===== config.mk =====
export PLATFORM = sky130hd
export DESIGN_NAME = song_mem_sequencer
export DESIGN_NICKNAME = d
export VERILOG_FILES = /design/src/rtl/song_mem_sequencer.sv
export SDC_FILE = /design/constraint.sdc
export NUM_CORES = 1
export LEC_CHECK = 0
export CELL_PAD_IN_SITES_DETAIL_PLACEMENT = 2
export CELL_PAD_IN_SITES_GLOBAL_PLACEMENT = 2
export CORE_MARGIN = 3
export CORE_UTILIZATION = 41
export CTS_CLUSTER_SIZE = 40
export DETAILED_ROUTE_END_ITERATION = 10
export GPL_ROUTABILITY_DRIVEN = 1
export PLACE_DENSITY = 0.78
export SYNTH_ARGS = -nofsm -noshare
export SYNTH_HDL_FRONTEND = slang
export SYNTH_SLANG_ARGS = --single-unit

===== constraint.sdc =====
create_clock -name clk -period 4.15 [get_ports clk]
set_input_delay 0.6225 -clock clk [delete_from_list [all_inputs] [get_ports clk]]
set_output_delay 0.6225 -clock clk [all_outputs]
set_load 0.1 [all_outputs]

===== src/rtl/song_mem_sequencer.sv =====
// song_mem_sequencer
//
// Drives the sample memory for record and playback. Each AC97 ready strobe
// produces at most one memory access: a write of mic_sample when recording,
// or a read into audio_out when playing back. A 16-entry table keeps the
// recorded length of each song slot. song_done pulses when playback reaches
// the recorded length or when a recording fills its slot.
//
// Slot s occupies addresses [s << SLOT_LOG2, (s+1) << SLOT_LOG2).
// ADDR_W must equal 4 + SLOT_LOG2.
//
// Ports
//   clk          system clock
//   reset        synchronous, active-high reset
//   ready        1-cycle pulse per AC97 sample period
//   start_song   1-cycle pulse; latches song_choice / record_mode
//   pause_song   1 = hold; no new accesses are issued
//   record_mode  1 = record, 0 = playback
//   song_choice  slot index 0..15
//   cfsm_state   central FSM state; 2'b00 = standby (stop request)
//   mic_sample   sample to record
//   mem_rdata    read data, valid while mem_ack = 1
//   mem_ack      1-cycle pulse completing the request
//   mem_req      access request, held until mem_ack
//   mem_we       1 = write; stable while mem_req = 1
//   mem_addr     slot base + offset; stable while mem_req = 1
//   mem_wdata    sample captured at ready; stable while mem_req = 1
//   audio_out    last sample read; 0 when not playing
//   song_done    1-cycle pulse at end of song or slot full
//   overrun      sticky; ready seen while an access was outstanding
//
// state  | meaning
// -------+--------------------------------------------------------------
// IDLE   | no song active; waiting for start_song
// RUN    | song active, no access outstanding; checks stop/end/full/ready
// ACCESS | mem_req high, waiting for mem_ack
// STOP   | stop request seen; commits recorded length, then back to IDLE

module song_mem_sequencer #(
  parameter int SLOT_LOG2 = 15,
  parameter int DATA_W    = 16,
  parameter int ADDR_W    = 19
) (
  input  logic              clk,
  input  logic              reset,
  input  logic              ready,
  input  logic              start_song,
  input  logic              pause_song,
  input  logic              record_mode,
  input  logic [3:0]        song_choice,
  input  logic [1:0]        cfsm_state,
  input  logic [DATA_W-1:0] mic_sample,
  input  logic [DATA_W-1:0] mem_rdata,
  input  logic              mem_ack,
  output logic              mem_req,
  output logic              mem_we,
  output logic [ADDR_W-1:0] mem_addr,
  output logic [DATA_W-1:0] mem_wdata,
  output logic [DATA_W-1:0] audio_out,
  output logic              song_done,
  output logic              overrun
);

  // One extra bit so a completely full slot (offset == 2**SLOT_LOG2) is
  // representable without wrapping back to zero.
  localparam int OFS_W = SLOT_LOG2 + 1;
  localparam logic [OFS_W-1:0] SLOT_FULL = {1'b1, {SLOT_LOG2{1'b0}}};

  typedef enum logic [1:0] {
    S_IDLE,
    S_RUN,
    S_ACCESS,
    S_STOP
  } state_t;

  state_t           state;
  logic [3:0]       slot;
  logic             mode;
  logic [OFS_W-1:0] offset;
  logic [OFS_W-1:0] len_l;
  logic [OFS_W-1:0] len_tab [16];

  logic stop_req;
  logic slot_full;
  logic len_we;

  assign stop_req  = (cfsm_state == 2'b00);
  assign slot_full = (offset == SLOT_FULL);

  // The length table is written when a recording stops or fills its slot.
  // This is kept independent of start_song so a restart in the same cycle
  // still commits the length of the recording that just ended.
  assign len_we = mode &&
                  ((state == S_STOP) ||
                   ((state == S_RUN) && !stop_req && slot_full));

  always_ff @(posedge clk) begin
    if (reset) begin
      state     <= S_IDLE;
      slot      <= '0;
      mode      <= 1'b0;
      offset    <= '0;
      len_l     <= '0;
      mem_req   <= 1'b0;
      mem_we    <= 1'b0;
      mem_addr  <= '0;
      mem_wdata <= '0;
      audio_out <= '0;
      song_done <= 1'b0;
      overrun   <= 1'b0;
      for (int i = 0; i < 16; i++) begin
        len_tab[i] <= '0;
      end
    end else begin
      song_done <= 1'b0;

      if (len_we) begin
        len_tab[slot] <= offset;
      end

      if (start_song) begin
        // Restart from any state; an outstanding access is abandoned.
        state     <= S_RUN;
        slot      <= song_choice;
        mode      <= record_mode;
        // Bypass so a length committed this same cycle is seen.
        len_l     <= (len_we && (slot == song_choice)) ? offset
                                                       : len_tab[song_choice];
        offset    <= '0;
        mem_req   <= 1'b0;
        audio_out <= '0;
        overrun   <= 1'b0;
      end else begin
        case (state)
          S_IDLE: begin
            state <= S_IDLE;
          end

          S_RUN: begin
            if (stop_req) begin
              state <= S_STOP;
            end else if (!mode && (offset == len_l)) begin
              song_done <= 1'b1;
              audio_out <= '0;
              state     <= S_IDLE;
            end else if (mode && slot_full) begin
              song_done <= 1'b1;
              audio_out <= '0;
              state     <= S_IDLE;
            end else if (ready && !pause_song) begin
              mem_req   <= 1'b1;
              mem_we    <= mode;
              mem_addr  <= {slot, offset[SLOT_LOG2-1:0]};
              mem_wdata <= mic_sample;
              state     <= S_ACCESS;
            end
          end

          S_ACCESS: begin
            // A strobe arriving here has no slot to go into; it is dropped.
            if (ready) begin
              overrun <= 1'b1;
            end
            if (mem_ack) begin
              mem_req <= 1'b0;
              offset  <= offset + 1'b1;
              if (!mode) begin
                audio_out <= mem_rdata;
              end
              state <= stop_req ? S_STOP : S_RUN;
            end
          end

          S_STOP: begin
            audio_out <= '0;
            state     <= S_IDLE;
          end

          default: begin
            state <= S_IDLE;
          end
        endcase
      end
    end
  end

endmodule

==> run metrics, run 1 <==
Synth area leaders=edfxtp_1 48%, dfxtp_1 12%, and2_1 8.3%, mux2i_1 7.6%, mux4_2 4.9%; pin count of the biggest net entering global routing=77; worst r2r dst=len_tab[0][1]; most frequent cell after synthesis=edfxtp_1; post-CTS sizing=0; final instance area=18600 um^2; post-route ant nets=0; ys async rst share=0%; Vias=10800; r2r worst-path depth=9; GR Layer Usage met1=34.7%; Clk Latency, worst-skew pair=0.55 ns; endpoint class of the critical path=flop; crit path max fanout=16; Worst EP required=4.34 ns; number of synthesized flops with an enable pin=256; peak supply drop=0.245 mV; # rows=71; Critical path origin=offset[0]; GR Util All Layers=25.5%; clk sink count=350; first-pass GRT wire length=78600 um; max-slew violation count=0; FMAX=275 MHz; die height=203 um; Netlist Area Pre-Place=15900 um^2; PD cells=420 nW/um^2; Slew HR=20.0%; Top FF cell, synth=edfxtp_1; RD Place Congestion=0.844; PortBufs=99; Reg2Reg Setup Slack=0.52 ns; Seq cells post-synth=350; Seq/Total Area, Yosys=60.1%; # setup viols final=0; Pre-Repair DR Iteration Count=5; final net count=1386; Post-Route Utilization=49.0%; placed inst area=17400 um^2; share of cells above drive strength 1=12.7%; fin crit share=87.6%; Final min period=3.63 ns; met2 Track Usage GR=42.7%; Core Region=37900 um^2; Die Area=41200 um^2; Via density=5.75; area leader, netlist=edfxtp_1; Fin. Hold Viols=0; Synthesis Warnings=0; proportion of netlist area held by the largest area contributor=48.3%; # IOs=100; fin cells=1878; Initial Util=42.0%; worst-margin pin slew=1.20 ns; Root Buffer=clkbuf_16; # DRC=0; syn avg cell area=12.5 um^2; Layout area overhead=16.6%; Netlist cell types=53; post-CTS setup buffers=0; CTS H-tree depth=2; CTS Hold Bufs=0; initial antenna violation count=0; total power=7.79 mW; critical path arrival=3.82 ns; RSZ-0062 raised after global routing=false; P_leak=6.60 nW; Commonest cells post-synth=256 x edfxtp_1, 211 x and2_1, 121 x mux2i_1; syn nets=1318; RR Startpoint=offset[0]; met3 GRT Util=3.77%; Starting DRT DRC Count=967; outcome=complete, no violations; MaxCap Viol Count=0; Cells after Synth=1271; WL final=52800 um; GRT busiest layer=met2; max incr delay on CP=0.68 ns; CTS tree=built; hpwl dp=34300 um; Worst path slowest cell=or3_1; worst hold endpoint=audio_out[2]; CTS clk-pin slew, worst paths=0.06 ns; CTS Buffer Depth=3; Horiz. Die Dim=203 um; Setup TNS=0 ns; Worst Clk Skew=0.0234 ns; hold crit path type=flop to flop; hold path cells=2; per-cell routed wire length=28.1 um; kind of critical path=flop to flop; Post-Place Cells=1810; GR Overflow Total=0; Antenna diodes=0; critical-path cell list=clkinv_1 > ha_1 > nor4b_1 > nand4_1 > o41a_1 > or3_1 > nor3_4 > buf_4 > or2_2; Num CTS Buffers=38; hold_sp=audio_out[2]; vias in the first global route=11800; crit path launch type=flop
[layer usage]
metal	up-vias	share of wire [%]	wire, um
li1	4661	-	-
met1	5624	42	22200
met2	422	49	25600
met3	83	6.3	3350
met4	0	3.0	1610
met5	-	0	0
[layout make-up]
type,instances,area (um^2)
inverters,4,15.0
multi-input cells,798,5830
fillers,3654,19400
well taps,511,639
clock inverters,7,60.1
repair buffers,147,1350
clock buffers,61,1120
flip-flops and latches,350,9570
[flip-flops by register name, summed over array words and instances (netlist names)]
register	cells
audio_out	16
mem_req	1
offset	16
overrun	1
song_done	1
mem_wdata	16
state	2
len_tab	256
mem_addr	19
slot	4
mem_we	1
mode	1
len_l	16
[placed cells by master, fill, tap and decap left out, drive strengths merged, types with 28 or more instances in the layout]
master         synthesis  layout
and2                 211     211
nor3                  58      58
mux2i                121     121
clkbuf                77      61
buf                   42      52
mux4                  35      35
nand2                 52      52
nand2b                28      28
clkdlybuf4s50          0      95
edfxtp               256     256
dfxtp                 94      94
nor2                  90      90
[how the worst max path moves through the flow]
| stage | to | slack, ns |
|---|---|---|
| floorplan | len_tab[1][0] | 1.04 |
| global placement | len_tab[0][1] | 0.65 |
| detailed placement | len_tab[14][15] | 0.53 |
| CTS | len_tab[14][15] | 0.50 |
| global route | len_tab[14][7] | 0.26 |
| finish | len_tab[0][1] | 0.52 |
[cells by family after synthesis]
| logic type | count (synthesis) | share of synthesized area, % |
|---|---|---|
| AOI/OAI and AO/OA | 72 | 3.13 |
| xor gates and xnor gates | 34 | 1.87 |
| adders and majority gates | 2 | 0.157 |
| buffers and inverters | 123 | 3.39 |
| DFF | 350 | 60.1 |
| muxes | 156 | 12.6 |
| and+or+nand+nor | 534 | 18.8 |
[per-stage QoR]
step	hold WS [ns]	setup WS, ns
finish	0.464	0.515
global route	0.486	0.258
CTS	0.469	0.503
detailed placement	0.460	0.528
global placement	0.446	0.654
floorplan	0.463	1.04
[where the power goes]
part	switching [mW]	leakage [nW]	total, mW	internal [mW]
logic	0.339	2.74	0.548	0.209
clock network	1.40	0.574	3.30	1.91
registers	0.0727	3.28	3.94	3.87
total	1.81	6.60	7.79	5.99
[worst max-delay path: cells and delay by family, from the launching register on]
family	cells	cell delay, ns
flip-flops	1	0.41
AO/OA/AOI/OAI	1	0.54
adder cells (fa/ha/maj)	1	0.14
buffers and inverters	2	0.34
AND/OR/NAND/NOR	5	1.82
No activity file was read; power rests on OpenSTA's default activity.
==> inputs of run 2 (changes only) <==
Settings changed: CAP_MARGIN from default to 20, SETUP_SLACK_MARGIN from default to 0.2.
==> run 2 against run 1 <==
Compared with the run above:
- critical path depth is 1 lower
- routed wire length is 2.6% higher
- non-clock buffer count is 1 higher
- global-route usage is 0.59 points higher
- clock skew is 0.0037 ns lower
- fmax is 0.83% lower
- critical path type unchanged
- critical endpoint is now len_tab[14][2]
- largest cell class unchanged
- largest power group unchanged
==> run metrics, run 2 (synthesis gave the netlist of run 1 again) <==
P_leak=6.61 nW (+0.15%); crit path max fanout=16 (unchanged); WL final=54200 um (+2.6%); Multi-input gate area=5830 um^2 (unchanged); Worst EP required=4.34 ns (about the same); # DRC=0 (unchanged); endpoint class of the critical path=flop; Root Buffer=clkbuf_16; # setup viols final=0 (unchanged); CTS clk-pin slew, worst paths=0.06 ns (about the same); CTS Buffer Depth=3 (unchanged); CTS H-tree depth=2 (unchanged); outcome=complete, no violations; max FFs per register=256 (unchanged); FMAX=273 MHz (-0.83%); Most flops, register=len_tab; Worst path slowest cell=or3b_1; kind of critical path=flop to flop; GR Util All Layers=26.1% (+0.59 points); Core Region=37900 um^2 (unchanged); switch share=23.9% (+0.74 points); final instance area=18600 um^2 (+0.14%); r2r worst-path depth=8 (-1); combinational power share=7.1% (about the same); hold_sp=audio_out[0]; hold crit path type=flop to flop; hold path cells=2 (unchanged); Final min period=3.66 ns (+0.0303 ns); Pre-Repair DR Iteration Count=5 (unchanged); PD cells=422 nW/um^2 (+0.49%); fin crit share=88.3% (+0.73 points); pin count of the biggest net entering global routing=77 (unchanged); Post-Route Utilization=49.0% (+0.069 points); Slew HR=28.7% (+8.7 points); Die Area=41200 um^2 (unchanged); # fillers=3685 (+0.85%); # IOs=100 (unchanged); placed inst area=17400 um^2 (about the same); CTS tree=built; most common cell after layout, fill and taps aside=edfxtp_1; Num CTS Buffers=39 (+2.6%); Psw=1.88 mW (+3.8%); largest registers=len_tab x256, mem_addr x19; most frequent cells in the layout=256 x edfxtp_1, 211 x and2_1, 121 x mux2i_1; critical-path cell list=clkinv_1 > ha_1 > nor4b_1 > nand4_1 > o41a_1 > or3b_1 > nor2_2 > or2_2; Vias=10800 (+0.45%); hpwl dp=34300 um (about the same); initial antenna violation count=0 (unchanged); Sequential Power Share=50.3% (-0.3 points); per-cell routed wire length=28.8 um (+2.3%); clock power share=42.6% (+0.2 points); Layout area overhead=16.8%; Worst Clk Skew=0.0198 ns (-0.00369 ns); vias in the first global route=11900 (+0.98%); max incr delay on CP=0.73 ns (+0.05 ns); Starting DRT DRC Count=1002 (+3.6%); RSZ-0062 raised after global routing=false; Post-Place Cells=1811 (+0.055%); RD Place Congestion=0.844 (unchanged); share of cells above drive strength 1=12.8% (+0.10 points); first-pass GRT wire length=80100 um (+1.8%); GR Overflow Total=0 (unchanged); Pint=5.96 mW (-0.34%); post-route ant nets=0 (unchanged); Via density=5.76 (+0.19%); worst r2r dst=len_tab[14][2]; CTS Hold Bufs=0 (unchanged); MaxCap Viol Count=0 (unchanged); post-CTS setup buffers=0 (unchanged); Setup TNS=0 ns (unchanged); Fin. Hold Viols=0 (unchanged); # rows=71 (unchanged); Clk Latency, worst-skew pair=0.54 ns (about the same); Horiz. Die Dim=203 um (unchanged); RR Startpoint=offset[0]; critical path arrival=3.86 ns (+0.04 ns); worst-margin pin slew=1.07 ns (-0.130 ns); peak supply drop=0.309 mV (+26%); final net count=1388 (+0.14%); max-slew violation count=0 (unchanged); fin cells=1883 (+0.27%); Antenna diodes=0 (unchanged); Reg2Reg Setup Slack=0.49 ns (-0.03 ns); crit path launch type=flop; Register Area=9570 um^2 (unchanged); Initial Util=42.0% (unchanged); clk sink count=350 (unchanged); die height=203 um (unchanged); post-CTS sizing=0 (unchanged); worst hold endpoint=audio_out[0]; PortBufs=99 (unchanged)
run 2: cell count changes in the layout (fill, tap and decap cells not counted), sizes merged:
cell      before  now
clkbuf        61   57
clkinv         8   15
buf           52   53
clkinvlp       0    1
run 2: worst max-delay path by stage:
stage / start / end / slack (ns) / depth (start not counted)
floorplan: offset[0] / len_tab[1][0] / 1.04 / 11
global placement: cfsm_state[1] / len_tab[0][1] / 0.65 / 7
detailed placement: cfsm_state[1] / len_tab[14][15] / 0.52 / 6
CTS: offset[0] / len_tab[14][4] / 0.51 / 8
global route: offset[0] / len_tab[14][7] / 0.24 / 8
finish: offset[0] / len_tab[14][2] / 0.49 / 8
run 2: worst max-delay path, delay by kind of cell, from the launching register on:
kind | cells | cell delay [ns]
compound gates | 1 | 0.55
fa+ha+maj | 1 | 0.15
buf+inv | 1 | 0.11
flops | 1 | 0.41
simple gates | 5 | 2.08
run 2: per-layer routing:
| metal | wire length [um] | track usage (%) | vias to the layer above |
|---|---|---|---|
| met3 | 3930 | 4.84 | 120 |
| met2 | 25400 | 41.9 | 448 |
| li1 | - | - | 4674 |
| met4 | 2460 | 10.9 | 0 |
| met1 | 22400 | 35.2 | 5597 |
| met5 | 0 | 0 | - |
run 2: through the flow:
step           hold slack [ns]  total power, mW  worst slack, ns
2_1_floorplan            0.463             4.32             1.04
6_report                 0.467             7.84            0.485
3_5_place_dp             0.462             4.55            0.518
3_3_place_gp             0.446             4.52            0.654
4_1_cts                  0.471             7.87            0.512
5_1_grt                  0.486             8.06            0.243
run 2: power by group through the flow:
stage | logic [mW] | clock network, mW | registers, mW
global route | 0.585 | 3.52 | 3.96
CTS | 0.552 | 3.37 | 3.95
global placement | 0.515 | 0 | 4.00
detailed placement | 0.539 | 0 | 4.01
floorplan | 0.324 | 0 | 3.99
finish | 0.556 | 3.34 | 3.95
run 2: layout make-up:
class | count | area share [%]
Clock buffer | 57 | 5.83
Inverter | 4 | 0.0807
Tap cell | 511 | 3.44
Sequential cell | 350 | 51.4
Timing Repair Buffer | 148 | 7.30
Clock inverter | 15 | 0.585
Multi-Input combinational cell | 798 | 31.3
==> inputs of run 3 (changes only) <==
Settings changed: CORE_MARGIN 3 to 2, CORE_UTILIZATION 41 to 44, DONT_BUFFER_PORTS from default to 1, MAX_ROUTING_LAYER from default to met4.
==> run 3 against run 2 <==
Compared with the run above:
- routed wire length decreased by 6.7%
- sequential cell count is the same
- register-to-register slack worse by 0.10 ns
- power shrank 0.71%
- critical path depth down 1
- via count decreased by 5.0%
- design area fell by 5.9%
- critical endpoint is now len_tab[2][1]
==> run metrics, run 3 (synthesis gave the netlist of run 1 again) <==
Starting DRT DRC Count=987 (-1.5%); # setup viols final=0 (unchanged); PD cells=445 nW/um^2 (+5.5%); combinational power share=5.3% (-1.8 points); CTS Buffer Depth=3 (unchanged); most common cell after layout, fill and taps aside=edfxtp_1; critical path arrival=3.95 ns (+0.09 ns); RD Place Congestion=0.815 (-3.4%); die height=194 um (-4.4%); Initial Util=44.8% (+2.8 points); Post-Place Cells=1652 (-8.8%); Worst EP required=4.33 ns (about the same); # rows=69 (-2.8%); worst r2r dst=len_tab[2][1]; Fin. Hold Viols=0 (unchanged); total power=7.79 mW (-0.71%); Pint=6.01 mW (+0.82%); clock power share=43.9% (+1.3 points); Num CTS Buffers=37 (-5.1%); post-route ant nets=0 (unchanged); post-CTS sizing=0 (unchanged); max incr delay on CP=0.76 ns (+0.03 ns); WL final=50500 um (-6.7%); Psw=1.77 mW (-5.6%); Worst Clk Skew=0.0244 ns (+0.00468 ns); Reg2Reg Setup Slack=0.38 ns (-0.10 ns); GR Util All Layers=27.7% (+1.6 points); Place WS=0.474 ns (-0.0438 ns); MaxCap Viol Count=0 (unchanged); Horiz. Die Dim=194 um (-4.4%); P_leak=6.23 nW (-5.8%); post-CTS setup buffers=0 (unchanged); per-cell routed wire length=29.4 um (+2.1%); GR Overflow Total=0 (unchanged); outcome=complete, no violations; # IOs=100 (unchanged); Worst path slowest cell=or3_1; # DRC=0 (unchanged); hold path cells=1 (-1); kind of critical path=flop to flop; endpoint class of the critical path=flop; Layout area overhead=9.98%; RSZ-0062 raised after global routing=false; CTS H-tree depth=2 (unchanged); Final WS setup=0.381 ns (-0.104 ns); fin cells=1720 (-8.7%); hpwl dp=31800 um (-7.2%); Vias=10300 (-5.0%); worst hold endpoint=state[0]; Final min period=3.77 ns (+0.104 ns); peak supply drop=0.264 mV (-15%); initial antenna violation count=2 (+2); Via density=5.99 (+4.0%); PortBufs=0 (-100%); CTS tree=built; Pre-Repair DR Iteration Count=5 (unchanged); fin crit share=90.8% (+2.5 points); r2r worst-path depth=7 (-1); clk sink count=350 (unchanged); CTS clk-pin slew, worst paths=0.06 ns (about the same); Clk Latency, worst-skew pair=0.55 ns (about the same); vias in the first global route=11300 (-5.4%); worst-margin pin slew=1.09 ns (+0.0215 ns); Die Area=37700 um^2 (-8.5%); switch share=22.8% (-1.2 points); RR Startpoint=offset[15]; Setup TNS=0 ns (unchanged); Sequential Power Share=50.9% (+0.6 points); hold_sp=reset; Core Region=35600 um^2 (-6.2%); CTS Hold Bufs=0 (unchanged); pin count of the biggest net entering global routing=92 (+19%); FMAX=265 MHz (-2.8%); Root Buffer=clkbuf_16; first-pass GRT wire length=75000 um (-6.3%); crit path launch type=flop; most frequent cells in the layout=256 x edfxtp_1, 211 x and2_1, 121 x mux2i_1; final net count=1277 (-8.0%); share of cells above drive strength 1=13.3% (+0.52 points); max-slew violation count=0 (unchanged); Most flops, register=len_tab; hold crit path type=input pin to flop; max FFs per register=256 (unchanged); critical-path cell list=nor4bb_1 > nand4_1 > o41a_1 > or3_1 > nor2_2 > buf_4 > or2_2; Slew HR=27.5% (-1.2 points); crit path max fanout=16 (unchanged); largest registers=len_tab x256, mem_addr x19
-- run 3: layer usage --
layer | share of wire [%] | global-route usage, % | wire (um)
met1 | 41 | 35.0 | 20800
met2 | 49 | 44.8 | 24700
met3 | 6.3 | 4.82 | 3160
met4 | 3.9 | 10.4 | 1960
met5 | 0 | - | 0
-- run 3: metrics by stage --
stage	instance area [um^2]	util, %	hold slack (ns)
3_3_place_gp	16300	45.8	0.479
2_1_floorplan	15900	-	0.463
4_1_cts	17500	49.2	0.139
6_report	17500	49.2	0.157
3_5_place_dp	16300	45.8	0.505
5_1_grt	17500	49.2	0.146
-- run 3: final cells by class --
class | count | area (um^2)
repair buffers | 39 | 293
diodes | 1 | 2.50
inverters | 4 | 15.0
clock inverters | 16 | 178
flip-flops and latches | 350 | 9570
well taps | 461 | 577
multi-input cells | 798 | 5830
clock buffers | 51 | 1050
fillers | 3394 | 18100
-- run 3: worst max-delay path: cells and delay by family (launching register included) --
| family | cells | cell delay (ns) |
|---|---|---|
| compound gates | 1 | 0.70 |
| buf+inv | 1 | 0.21 |
| flops | 1 | 0.36 |
| simple gates | 5 | 2.14 |
-- run 3: power by group through the flow --
stage | combinational (mW) | clock [mW] | sequential, mW
2_1_floorplan | 0.324 | 0 | 3.99
3_3_place_gp | 0.381 | 0 | 4.02
3_5_place_dp | 0.402 | 0 | 4.03
4_1_cts | 0.409 | 3.45 | 3.96
5_1_grt | 0.438 | 3.58 | 3.97
6_report | 0.410 | 3.42 | 3.96
-- run 3: worst max path at each step --
stage / startpoint / endpoint / slack, ns / cells after the start
5_1_grt: offset[0] / len_tab[8][2] / 0.19 / 8
3_3_place_gp: offset[0] / len_tab[8][3] / 0.63 / 8
4_1_cts: offset[15] / len_tab[2][1] / 0.39 / 7
6_report: offset[15] / len_tab[2][1] / 0.38 / 7
2_1_floorplan: offset[0] / len_tab[1][0] / 1.04 / 11
3_5_place_dp: offset[0] / len_tab[2][1] / 0.47 / 9
